<file path="config.mk">
export PLATFORM = sky130hd
export DESIGN_NAME = cpunc_axi_sequencer
export DESIGN_NICKNAME = d
export VERILOG_FILES = /design/src/rtl/cpunc_seq_pkg.sv /design/src/rtl/cpunc_lane_align.sv /design/src/rtl/cpunc_axi_sequencer.sv
export SDC_FILE = /design/constraint.sdc
export NUM_CORES = 1
export LEC_CHECK = 0
export ABC_AREA = 1
export BUFFER_PORTS_ARGS = -buffer_cell sky130_fd_sc_hd__buf_2
export CAP_MARGIN = 20
export CORE_ASPECT_RATIO = 0.6
export CORE_MARGIN = 5
export CORE_UTILIZATION = 57
export CTS_CLUSTER_DIAMETER = 200
export DETAILED_ROUTE_END_ITERATION = 10
export HOLD_SLACK_MARGIN = 0.05
export PLACE_DENSITY = 0.86
export SKIP_CTS_REPAIR_TIMING = 1
export SLEW_MARGIN = 25
export SYNTH_ARGS = -nofsm -noshare
export SYNTH_HDL_FRONTEND = slang
export SYNTH_SLANG_ARGS = --single-unit
</file>
<file path="constraint.sdc">
create_clock -name CPUNC_ACLK -period 2.78 [get_ports CPUNC_ACLK]
set_input_delay 0.556 -clock CPUNC_ACLK [delete_from_list [all_inputs] [get_ports CPUNC_ACLK]]
set_output_delay 0.556 -clock CPUNC_ACLK [all_outputs]
set_load 0.02 [all_outputs]
</file>
<file path="src/rtl/cpunc_seq_pkg.sv">
// Shared types, constants and the byte-strobe helper for the CPUNC AXI sequencer.
package cpunc_seq_pkg;

   localparam int DATA_W = 32;

   typedef enum logic [3:0] {
      ST_IDLE,
      ST_CHK,
      ST_AR,
      ST_R,
      ST_AW,
      ST_W,
      ST_AWW,
      ST_B,
      ST_RSP,
      ST_ERR
   } seq_state_e;

   typedef enum logic [1:0] {
      SZ_BYTE = 2'b00,
      SZ_HALF = 2'b01,
      SZ_WORD = 2'b10,
      SZ_ILL  = 2'b11
   } seq_size_e;

   // Strobe pattern for the access size moved up to the byte offset; bits shifted past lane 3 are dropped.
   function automatic logic [3:0] lane_strb(input seq_size_e size, input logic [1:0] off);
      logic [3:0] base;
      case (size)
         SZ_BYTE: base = 4'b0001;
         SZ_HALF: base = 4'b0011;
         SZ_WORD: base = 4'b1111;
         default: base = 4'b0000;
      endcase
      return base << off;
   endfunction

endpackage

</file>
<file path="src/rtl/cpunc_lane_align.sv">
// Byte-lane steering between right-justified core data and the 32-bit AXI data bus.
module cpunc_lane_align
   import cpunc_seq_pkg::*;
(
   input  seq_size_e         size,
   input  logic [1:0]        off,
   input  logic [DATA_W-1:0] wdata,
   input  logic [DATA_W-1:0] axi_rdata,
   output logic [3:0]        wstrb,
   output logic [DATA_W-1:0] axi_wdata,
   output logic [DATA_W-1:0] rdata
);

   always_comb begin
      wstrb     = lane_strb(size, off);
      axi_wdata = wdata << {off, 3'b000};
      case (size)
         SZ_BYTE: rdata = {24'd0, axi_rdata[{off, 3'b000} +: 8]};
         SZ_HALF: rdata = {16'd0, axi_rdata[{off[1], 4'b0000} +: 16]};
         default: rdata = axi_rdata;
      endcase
   end

endmodule

</file>
<file path="src/rtl/cpunc_axi_sequencer.sv">
// Single-outstanding AXI master turning one core load/store into one single-beat AXI transaction.
// Define CPUNC_SEQ_AWW_PAR_EN to issue AW and W together; otherwise AW strictly precedes W.
module cpunc_axi_sequencer
   import cpunc_seq_pkg::*;
#(
   parameter int AXI_ADDR_WIDTH = 12,
   parameter int AXI_DATA_WIDTH = 32
) (
   input  logic                      CPUNC_ACLK,
   input  logic                      CPUNC_ARESETn,
   input  logic                      req_valid,
   output logic                      req_ready,
   input  logic                      req_we,
   input  logic [1:0]                req_size,
   input  logic [AXI_ADDR_WIDTH-1:0] req_addr,
   input  logic [DATA_W-1:0]         req_wdata,
   output logic                      rsp_valid,
   output logic [DATA_W-1:0]         rsp_rdata,
   output logic                      rsp_err,
   output logic [AXI_ADDR_WIDTH-1:0] CPUNC_AWADDR,
   output logic                      CPUNC_AWVALID,
   input  logic                      CPUNC_AWREADY,
   output logic [AXI_DATA_WIDTH-1:0] CPUNC_WDATA,
   output logic [3:0]                CPUNC_WSTRB,
   output logic                      CPUNC_WVALID,
   output logic                      CPUNC_WLAST,
   input  logic                      CPUNC_WREADY,
   input  logic                      CPUNC_BRESP,
   input  logic                      CPUNC_BVALID,
   output logic                      CPUNC_BREADY,
   output logic [AXI_ADDR_WIDTH-1:0] CPUNC_ARADDR,
   output logic                      CPUNC_ARVALID,
   input  logic                      CPUNC_ARREADY,
   input  logic [AXI_DATA_WIDTH-1:0] CPUNC_RDATA,
   input  logic                      CPUNC_RRESP,
   input  logic                      CPUNC_RVALID,
   output logic                      CPUNC_RREADY
);

   if (AXI_DATA_WIDTH != DATA_W) begin : g_width_check
      $fatal(1, "cpunc_axi_sequencer supports only AXI_DATA_WIDTH = 32");
   end

   seq_state_e                state;
   logic                      we_q;
   seq_size_e                 size_q;
   logic [AXI_ADDR_WIDTH-1:0] addr_q;
   logic [DATA_W-1:0]         wdata_q;
   logic [3:0]                lane_wstrb;
   logic [DATA_W-1:0]         lane_wdata;
   logic [DATA_W-1:0]         lane_rdata;
   logic                      misaligned;
   logic [AXI_ADDR_WIDTH-1:0] word_addr;
   logic                      aw_done;
   logic                      w_done;

   cpunc_lane_align u_lane_align (
      .size      (size_q),
      .off       (addr_q[1:0]),
      .wdata     (wdata_q),
      .axi_rdata (CPUNC_RDATA),
      .wstrb     (lane_wstrb),
      .axi_wdata (lane_wdata),
      .rdata     (lane_rdata)
   );

   assign misaligned = (size_q == SZ_ILL) ||
                       (size_q == SZ_HALF && addr_q[0]) ||
                       (size_q == SZ_WORD && addr_q[1:0] != 2'b00);
   assign word_addr  = {addr_q[AXI_ADDR_WIDTH-1:2], 2'b00};
   // A channel counts as done once its valid has dropped or is being taken this cycle.
   assign aw_done    = !CPUNC_AWVALID || CPUNC_AWREADY;
   assign w_done     = !CPUNC_WVALID || CPUNC_WREADY;
   assign CPUNC_WLAST = CPUNC_WVALID;

   always_ff @(posedge CPUNC_ACLK or negedge CPUNC_ARESETn) begin
      if (!CPUNC_ARESETn) begin
         state         <= ST_IDLE;
         req_ready     <= 1'b1;
         rsp_valid     <= 1'b0;
         rsp_rdata     <= '0;
         rsp_err       <= 1'b0;
         CPUNC_AWADDR  <= '0;
         CPUNC_AWVALID <= 1'b0;
         CPUNC_WDATA   <= '0;
         CPUNC_WSTRB   <= '0;
         CPUNC_WVALID  <= 1'b0;
         CPUNC_BREADY  <= 1'b0;
         CPUNC_ARADDR  <= '0;
         CPUNC_ARVALID <= 1'b0;
         CPUNC_RREADY  <= 1'b0;
         we_q          <= 1'b0;
         size_q        <= SZ_BYTE;
         addr_q        <= '0;
         wdata_q       <= '0;
      end else begin
         rsp_valid <= 1'b0;
         rsp_err   <= 1'b0;
         rsp_rdata <= '0;
         case (state)
            ST_IDLE: if (req_valid) begin
               req_ready <= 1'b0;
               we_q      <= req_we;
               size_q    <= seq_size_e'(req_size);
               addr_q    <= req_addr;
               wdata_q   <= req_wdata;
               state     <= ST_CHK;
            end
            ST_CHK: begin
               if (misaligned) begin
                  rsp_valid <= 1'b1;
                  rsp_err   <= 1'b1;
                  state     <= ST_ERR;
               end else if (!we_q) begin
                  CPUNC_ARADDR  <= word_addr;
                  CPUNC_ARVALID <= 1'b1;
                  state         <= ST_AR;
               end else begin
                  CPUNC_AWADDR  <= word_addr;
                  CPUNC_WDATA   <= lane_wdata;
                  CPUNC_WSTRB   <= lane_wstrb;
                  CPUNC_AWVALID <= 1'b1;
`ifdef CPUNC_SEQ_AWW_PAR_EN
                  CPUNC_WVALID  <= 1'b1;
                  state         <= ST_AWW;
`else
                  state         <= ST_AW;
`endif
               end
            end
            ST_AR: if (CPUNC_ARREADY) begin
               CPUNC_ARVALID <= 1'b0;
               CPUNC_RREADY  <= 1'b1;
               state         <= ST_R;
            end
            ST_R: if (CPUNC_RVALID) begin
               CPUNC_RREADY <= 1'b0;
               rsp_valid    <= 1'b1;
               rsp_err      <= CPUNC_RRESP;
               rsp_rdata    <= lane_rdata;
               state        <= ST_RSP;
            end
            ST_AW: if (CPUNC_AWREADY) begin
               CPUNC_AWVALID <= 1'b0;
               CPUNC_WVALID  <= 1'b1;
               state         <= ST_W;
            end
            ST_W: if (CPUNC_WREADY) begin
               CPUNC_WVALID <= 1'b0;
               CPUNC_BREADY <= 1'b1;
               state        <= ST_B;
            end
            ST_AWW: begin
               if (CPUNC_AWREADY) CPUNC_AWVALID <= 1'b0;
               if (CPUNC_WREADY)  CPUNC_WVALID  <= 1'b0;
               if (aw_done && w_done) begin
                  CPUNC_BREADY <= 1'b1;
                  state        <= ST_B;
               end
            end
            ST_B: if (CPUNC_BVALID) begin
               CPUNC_BREADY <= 1'b0;
               rsp_valid    <= 1'b1;
               rsp_err      <= CPUNC_BRESP;
               state        <= ST_RSP;
            end
            default: begin
               req_ready <= 1'b1;
               state     <= ST_IDLE;
            end
         endcase
      end
   end

endmodule

</file>
# Word-level counts from Yosys, hierarchy flattened
# Index checks and enable logic that the tools add are counted.
# Widths: inputs -> output; s select.
# classes
reduce_logical,30
shift,4
n_mux,41
eq_ne,22
n_bitwise,3
# op_table
cell,count
$mux 32,2
$pmux 32 s2,1
$mux 4,8
$pmux 4 s8,1
$shiftx 32x6->16,1
$shiftx 32x6->8,1
$shl 32x5->32,1
$ne 2x2->1 const B,10
$mux 1,19
$eq 4x3->1 const B,4
$pmux 4 s3,1
$reduce_and 3->1,4
$reduce_and 4->1,3
$pmux 1 s2,5
$reduce_bool 2->1,5
$pmux 1 s3,3
$eq 4x2->1 const B,2
$reduce_and 7->1,1
$reduce_or 7->1,1
$eq 2x2->1 const B,2
$eq 4x1->1 const B,1
$logic_not 4->1,1
$logic_or 1x1->1,4
$ne 2x1->1 const B,2
other kinds (10),17
# totals
ff_bits,147
output_inout_bits,101
wordCells,118
input_bits,89

# Depth between registers and ports, before layout
# Gate-level depths: netlist of run 1.
# depth
depth_word,6
ltp_mapped,10
ltp_nobuf,9

# Cells and area by module
# From an unflattened synthesis of run 1, not the netlist that was laid out.
# unflattened
hier_cells,914
area_unflattened_um2,7188.1
# modules_own_cells
module,area_each_um2,n_inst,cells_per_inst,seq_area_each_um2
cpunc_axi_sequencer,5874.4,1,629,3679.8
cpunc_lane_align,1313.8,1,285,0.0

# Least setup slack after synthesis of run 1
# Ideal clock, no wire load.
# synth_timing
kind,reg2reg
start,register size_q[0]
end,register CPUNC_WSTRB[3]
arrival_ns,1.327
synth_period_minus_slack_ns,1.451
slack_ns,1.329
path_stages_with_launch,10
setup_ns,0.124
path_buffers,2
cell_sequence,dfrtp_1 ha_1 nor2_2 nand2_1 nand2_1 nand3_2 buf_4 buf_4 nand2_1 nand2_1
# synth_between
elab_chain_cells,6
word_cells_on_any_way,12
classes_between,3 x eq/ne; 1 x shift; 1 x mux; 1 x bitwise; 6 x reduce/logical
# synth_lines
item,line_no,text
from (decl),cpunc_axi_sequencer.sv:46,seq_size_e size_q;
from (signal assigned),cpunc_axi_sequencer.sv:104,size_q <= seq_size_e'(req_size);
"parallel branches: the longest is 6 deep, another holds $pmux 4 s3",--,
to (signal assigned),cpunc_axi_sequencer.sv:121,CPUNC_WSTRB <= lane_wstrb;
to (decl),cpunc_axi_sequencer.sv:24,"output logic [3:0] CPUNC_WSTRB,"
# Parallel ways; which one is timed is not known.
# A chain may end at the register's enable or synchronous reset.

# Worst setup path in the final report of run 1
# layout_timing
start,register size_q[1]
end,register CPUNC_WDATA[1]
# layout_between
elab_chain_cells,6
word_cells_on_any_way,9
classes_between,3 x eq/ne; 1 x bitwise; 5 x reduce/logical
# layout_lines
item,line_no,text
$eq 2x1->1,cpunc_axi_sequencer.sv:68,(size_q == SZ_HALF && addr_q[0]) ||
$logic_and 1x1->1,cpunc_axi_sequencer.sv:68,
$logic_or 1x1->1,cpunc_axi_sequencer.sv:67,assign misaligned = (size_q == SZ_ILL) ||
$logic_or 1x1->1 *,cpunc_axi_sequencer.sv:68,
$not 1->1 (no source line) *,--,
$reduce_and 3->1 (no source line) *,--,
to (signal assigned),cpunc_axi_sequencer.sv:120,CPUNC_WDATA <= lane_wdata;
to (decl),cpunc_axi_sequencer.sv:23,"output logic [AXI_DATA_WIDTH-1:0] CPUNC_WDATA,"
# Every way passes the cells marked *; elsewhere a longest branch is shown, timed or not.

==> impl_metrics.json, run 1 <==
{
  "status": "finished clean",
  "irDropWorstVdd_mv": 0.7424,
  "synthTopCellsByArea": "dfrtp_1 53%, nand2_1 17%, o21ai_0 6.9%",
  "muxShareOfSynthArea": 0,
  "async_reset_ff_frac": 1.000,
  "synth_edf_count": 0,
  "skew_ns": 0.009443,
  "grt_overflow_total": 0,
  "p_int_uw": 5914,
  "rows": 31,
  "yosys.area.top_type": "dfrtp_1",
  "slew_headroom": 0.5234,
  "setup_tns_ns": 0,
  "finalPower_uw": 10280,
  "reg2reg_from": "size_q[1]$_DFFE_PN0P_",
  "hpwl_mm": 13.28,
  "maxCapViolations": 0,
  "drt_wl_total_mm": 18.37,
  "synth_seq_area_share": 0.5365,
  "period_share": 0.8143,
  "design.die.area_um2": 14400,
  "clock-root-buffer": "clkbuf_16",
  "yosys_warnings": 0,
  "synth.most_common_cell": "nand2_1",
  "antenna_found_initial": 1,
  "synth_top_family_by_area": "simple AND/OR/NAND/NOR gates",
  "io_pins": 190,
  "reg2reg_slack_ns": 0.52,
  "yosys.area_share.simple": 0.2311,
  "slew_violations": 0,
  "critPathKind": "flop to flop",
  "synth-compound-area-share": 0.1355,
  "r2r_cells": 7,
  "critPathMaxFanout": 37,
  "ys.flop_type": "dfrtp_1",
  "sw_frac_of_total": 0.4249,
  "chipHeight_um": 94.97,
  "synth.cells.most_frequent": "316 x nand2_1, 146 x dfrtp_1, 94 x o21ai_0, 67 x inv_1, 59 x nor2_1",
  "drcViolationCount": 0,
  "io_buffers": 185,
  "drtIter0Drc": 536,
  "dpl_cell_area_um2": 7802,
  "yosys.area_share.adder": 0.007297,
  "synth_top_cell_area_share": 0.5327,
  "synth_cell_type_count": 32,
  "grt_pass1_vias": 5617,
  "drive_above_1_share": 0.2475,
  "fmax_mhz": 441.7,
  "crit_start": "size_q[1]$_DFFE_PN0P_",
  "cp-start-kind": "flop",
  "ant_nets": 0,
  "crit_required_ns": 3.07,
  "cts-buffers-inserted": 17,
  "clock_latency_ns": 0.41,
  "worstSetupEndpoint": "CPUNC_WDATA[1]$_DFFE_PN0P_",
  "via_count": 6135,
  "nets": 1094,
  "clkPwrFrac": 0.236,
  "cellPowerDensity_nw_per_um2": 1220,
  "first_pass_iters": 5,
  "syn_area_um2": 6859,
  "dieWidth_um": 151.6,
  "postLayoutCoreUtil": 0.7081,
  "synth.avg_cell_area_um2": 8.244,
  "final_area_um2": 8432,
  "p_seq_frac": 0.336,
  "worstReg2RegEnd": "CPUNC_WDATA[1]$_DFFE_PN0P_",
  "arrival_ns": 2.55,
  "period_needed_ns": 2.264,
  "p_switching_uw": 4370,
  "layoutNonFillerInstCount": 1179,
  "hp-class": "primary input to async pin",
  "dp.cells": 1147,
  "syn_inst": 832,
  "synth_xor_area_frac": 0,
  "cts_tree": "built",
  "wl_per_cell_um": 15.58,
  "rsz0062_at_grt": "no",
  "clock_sinks": 147,
  "p_comb_frac": 0.428,
  "vias_per_cell": 5.204,
  "coreArea_um2": 11910,
  "antennaDiodeCount": 0,
  "tightestPinTransition_ns": 0.7132,
  "grt_max_degree": 74,
  "finalHoldViolCount": 0,
  "grt_first_pass_wirelength_mm": 29.08,
  "routabilityCongestion": 0.8790,
  "areaGrowthSynthToFinish_pct": 22.93,
  "grt.total_usage": 0.2624,
  "cts.path.max_buffers": 2,
  "finalSetupViolations": 0,
  "p_leak_uw": 0.004611,
  "end_kind": "flop",
  "ys_seq_elements": 147,
  "start_util": 0.5760,
  "h-tree-depth": 4,
  "clkTransAtPathRegs_ns": 0.06
}
-- sequential cells by signal, indices dropped and copies added, names as in the netlist --
| signal | cells |
|---|---|
| req_ready | 1 |
| CPUNC_RREADY | 1 |
| we_q | 1 |
| rsp_err | 1 |
| rsp_valid | 1 |
| addr_q | 12 |
| CPUNC_WSTRB | 4 |
| CPUNC_AWVALID | 1 |
| CPUNC_WDATA | 32 |
| rsp_rdata | 32 |
| wdata_q | 32 |
| CPUNC_ARADDR | 10 |
| CPUNC_AWADDR | 10 |
| state | 4 |
| CPUNC_BREADY | 1 |
| CPUNC_WLAST | 1 |
| size_q | 2 |
| CPUNC_ARVALID | 1 |
-- critical path, stage by stage, from the launching register on --
cell	delay, ns
dfrtp_1	0.37
inv_1	0.09
ha_1	0.34
a21oi_1	0.20
nand2_1	0.13
nor2_4	0.59
o21ai_0	0.24
o21a_1	0.17
-- power by group through the flow --
stage | Sequential, uW | Clock [uW] | Combinational (uW)
2_1_floorplan | 3870 | 0 | 2700
3_3_place_gp | 3440 | 0 | 4230
3_5_place_dp | 3460 | 0 | 4350
4_1_cts | 3450 | 2450 | 4380
5_1_grt | 3550 | 2560 | 4900
6_report | 3460 | 2420 | 4400
-- cell usage in the layout, fill, tap and decap left out, types with 11 or more instances in the layout --
cell type and instances:
a21oi_1 11, clkbuf_16 17, o21ai_2 11, o211ai_1 17, nand2_1 316, nand3_1 11, dfrtp_1 146, inv_1 67
nor2_1 59, buf_2 184, o21ai_0 94
-- cells by family after synthesis --
family | count (synthesis)
adders and majority gates | 4
and+or+nand+nor | 400
AOI/OAI and AO/OA | 160
buffers and inverters | 120
other | 1
DFF | 147
-- area by class of cell --
| class | count | area, um2 |
|---|---|---|
| flip-flops and latches | 147 | 3680 |
| fillers | 934 | 3476 |
| multi-input cells | 568 | 2580 |
| repair buffers | 197 | 1072 |
| clock buffers | 23 | 478.0 |
| inverters | 70 | 264.0 |
| well taps | 165 | 206.4 |
| clock inverters | 9 | 151.4 |
-- worst min path at each step --
stage	startpoint	to	depth (start not counted)
after CTS	CPUNC_ARESETn	CPUNC_WSTRB[1]$_DFFE_PN0P_	1
after detailed placement	CPUNC_ARADDR[3]$_DFFE_PN0P_	CPUNC_ARADDR[3]$_DFFE_PN0P_	2
after global routing	CPUNC_ARESETn	CPUNC_WDATA[4]$_DFFE_PN0P_	1
after floorplan	CPUNC_ARESETn	CPUNC_ARADDR[10]$_DFFE_PN0P_	0
final	CPUNC_ARESETn	CPUNC_WDATA[4]$_DFFE_PN0P_	1
after global placement	CPUNC_ARVALID$_DFFE_PN0P_	CPUNC_ARVALID$_DFFE_PN0P_	2
-- routing by layer --
metal / part of all wire / vias to the layer above / global-route usage
met5: 0.00038 / - / 0
met3: 0.11 / 23 / 0.08441
met4: 0.0089 / 2 / 0.05531
met1: 0.46 / 2856 / 0.4006
met2: 0.42 / 297 / 0.3661
li1: - / 2957 / -
-- per-stage QoR --
step / setup WS [ns] / hold slack, ns
6_report: 0.5162 / 0.1644
5_1_grt: 0.3331 / 0.2094
4_1_cts: 0.5326 / 0.1884
3_5_place_dp: 0.5414 / 0.4626
3_3_place_gp: 0.7125 / 0.4565
2_1_floorplan: 1.329 / 0.2604
No activity file was read; power rests on OpenSTA's default activity.
==> run 2, diff against run 1 <==
--- a/config.mk
+++ b/config.mk
@@ -5,16 +5,16 @@
 export SDC_FILE = /design/constraint.sdc
 export NUM_CORES = 1
 export LEC_CHECK = 0
-export ABC_AREA = 1
+export ABC_AREA = 0
 export BUFFER_PORTS_ARGS = -buffer_cell sky130_fd_sc_hd__buf_2
 export CAP_MARGIN = 20
 export CORE_ASPECT_RATIO = 0.6
 export CORE_MARGIN = 5
-export CORE_UTILIZATION = 57
+export CORE_UTILIZATION = 52
 export CTS_CLUSTER_DIAMETER = 200
 export DETAILED_ROUTE_END_ITERATION = 10
 export HOLD_SLACK_MARGIN = 0.05
-export PLACE_DENSITY = 0.86
+export PLACE_DENSITY = 0.8
 export SKIP_CTS_REPAIR_TIMING = 1
 export SLEW_MARGIN = 25
 export SYNTH_ARGS = -nofsm -noshare
==> constraint.sdc (replaced) <==
create_clock -name CPUNC_ACLK -period 2.3 [get_ports CPUNC_ACLK]
set_input_delay 0.46 -clock CPUNC_ACLK [delete_from_list [all_inputs] [get_ports CPUNC_ACLK]]
set_output_delay 0.46 -clock CPUNC_ACLK [all_outputs]
set_load 0.02 [all_outputs]
==> run 2 against run 1 <==
  * First-iteration DRC count down 54%
  * Synthesized cell count down 36%
  * Combinational power up 17%
  * Die area up 2.9%
  * Setup slack worse by 0.28 ns
  * Hold slack worse by 0.13 ns
  * Wire length down 7.4%
  * Via count down 21%
  * Fmax up 9.8%
  * Design area down 2.6%
  * Clock skew about the same
  * Global-route usage down 2.6 points
  * Highest routed layer unchanged
==> impl_metrics.json, run 2 <==
{
  "status": "finished clean",
  "slowest_stage": "dfrtp_1",
  "muxShareOfSynthArea": 0.1791,
  "synth_seq_area_share": 0.5700,
  "arrival_ns": 2.36,
  "p_leak_uw": 0.004109,
  "dieWidth_um": 153.9,
  "synth_xor_area_frac": 0,
  "wl_per_cell_um": 19.09,
  "nets": 807,
  "drt_wl_total_mm": 17.01,
  "ys_seq_elements": 147,
  "most-common-layout-cells": "184 x buf_2, 144 x dfrtp_1, 72 x mux2_2",
  "clkTransAtPathRegs_ns": 0.06,
  "areaGrowthSynthToFinish_pct": 27.17,
  "crit_family": "flip-flops",
  "h-tree-depth": 4,
  "synth.cells.most_frequent": "146 x dfrtp_1, 72 x mux2_2, 42 x nand2_1, 28 x nor2_1, 26 x a21oi_1",
  "drive_above_1_share": 0.4394,
  "antennaDiodeCount": 0,
  "finalSetupViolations": 0,
  "path_buf_inv": 2,
  "critPathKind": "flop to flop",
  "coreArea_um2": 12100,
  "period_share": 0.8967,
  "skew_ns": 0.009122,
  "cts-buffers-inserted": 17,
  "hpwl_mm": 12.62,
  "end_kind": "flop",
  "crit_required_ns": 2.60,
  "tightestPinTransition_ns": 0.8361,
  "grt_first_pass_wirelength_mm": 27.06,
  "finalHoldViolCount": 0,
  "crit_start": "size_q[0]$_DFFE_PN0P_",
  "io_pins": 190,
  "chipHeight_um": 96.31,
  "slew_violations": 0,
  "layout_commonest_cell": "buf_2",
  "vias_per_cell": 5.465,
  "yosys_warnings": 0,
  "reg2reg_from": "size_q[0]$_DFFE_PN0P_",
  "yosys.area.top_type": "dfrtp_1",
  "irDropWorstVdd_mv": 0.8024,
  "clock-root-buffer": "clkbuf_16",
  "io_buffers": 185,
  "synth_cell_type_count": 48,
  "synth_edf_count": 0,
  "grt_max_degree": 66,
  "clock_sinks": 147,
  "drtIter0Drc": 249,
  "dp.cells": 860,
  "postLayoutCoreUtil": 0.6785,
  "drcViolationCount": 0,
  "syn_inst": 532,
  "hp-class": "primary input to async pin",
  "period_needed_ns": 2.063,
  "slowest_delay_ns": 0.40,
  "cp-start-kind": "flop",
  "antenna_found_initial": 2,
  "yosys.area_share.simple": 0.09147,
  "start_util": 0.5335,
  "slew_headroom": 0.4414,
  "cts_tree": "built",
  "via_count": 4869,
  "cts.path.max_buffers": 2,
  "setup_tns_ns": 0,
  "cellPowerDensity_nw_per_um2": 1557,
  "top_regs": "CPUNC_WDATA x32, rsp_rdata x32, wdata_q x32",
  "synth_top_cell_area_share": 0.5659,
  "synthTopCellsByArea": "dfrtp_1 57%, mux2_2 13%, mux2i_1 3.3%",
  "rsz0062_at_grt": "no",
  "clock_latency_ns": 0.41,
  "rows": 31,
  "ys.flop_type": "dfrtp_1",
  "synth.most_common_cell": "dfrtp_1",
  "critPathMaxFanout": 11,
  "syn_area_um2": 6456,
  "path_cells": "inv_1 > ha_1 > or2_1 > a211oi_2 > nand3_1 > buf_4 > mux2_4",
  "maxCapViolations": 0,
  "fmax_mhz": 484.8,
  "routabilityCongestion": 0.8783,
  "grt.total_usage": 0.2369,
  "grt_pass1_vias": 5060,
  "grt_overflow_total": 0,
  "synth_top_family_by_area": "multiplexers",
  "synth-compound-area-share": 0.1116,
  "yosys.area_share.adder": 0.007752,
  "async_reset_ff_frac": 1.000,
  "first_pass_iters": 4,
  "synth.avg_cell_area_um2": 12.14,
  "layoutNonFillerInstCount": 891,
  "design.die.area_um2": 14820,
  "ant_nets": 0
}
-- run 2: final cells by class --
type	instances	area, um2
clock buffers	18	429.2
clock inverters	13	229.0
fillers	929	3891
inverters	9	33.78
multi-input cells	340	2555
flip-flops and latches	147	3682
well taps	165	206.4
repair buffers	199	1075
-- run 2: path summary, 6_finish.rpt --
path                                                      to  slack, ns  depth (start not counted)
worst max-delay path            CPUNC_ARADDR[10]$_DFFE_PN0P_       0.24                          7
worst min-delay path                CPUNC_BREADY$_DFFE_PN0P_       0.03                          1
worst max register to register  CPUNC_ARADDR[10]$_DFFE_PN0P_       0.24                          7
worst min register to register    CPUNC_WDATA[5]$_DFFE_PN0P_       0.48                          2
max in group asynchronous        CPUNC_WDATA[13]$_DFFE_PN0P_       1.59                          2
min in group CPUNC_ACLK              rsp_rdata[31]$_DFF_PN0_       0.27                          2
-- run 2: through the flow --
step	hold WS (ns)	power, uW	setup WS [ns]	instance area (um2)
finish	0.03109	12790	0.2375	8210
global route	0.08242	13550	0.1395	8210
CTS	0.04961	12840	0.2377	8210
detailed placement	0.4706	9686	0.2906	7552
global placement	0.4554	9429	0.3508	7552
floorplan	0.1644	7998	0.4444	6467
-- run 2: report_power, final --
group	internal (uW)	leakage [uW]	switching (uW)	total, uW
Sequential	3640	0.00185	876	4520
Clock	2030	0.000321	1060	3090
Combinational	2230	0.00194	2940	5170
-- run 2: cell families (layout without fill, tap and decap cells) --
| family | Yosys count | count (layout) |
|---|---|---|
| buffers and inverters | 48 | 239 |
| multiplexers | 102 | 102 |
| AND/OR/NAND/NOR | 122 | 122 |
| other | 1 | 4 |
| adder cells (fa/ha/maj) | 4 | 4 |
| flip-flops | 147 | 147 |
| AO/OA/AOI/OAI | 108 | 108 |
-- run 2: routing by layer --
layer	global-route usage	part of all wire	wire [um]
met5	0	0.0020	34
met4	0.06098	0.0075	128
met3	0.07907	0.078	1334
met2	0.3612	0.46	7787
met1	0.3300	0.45	7720
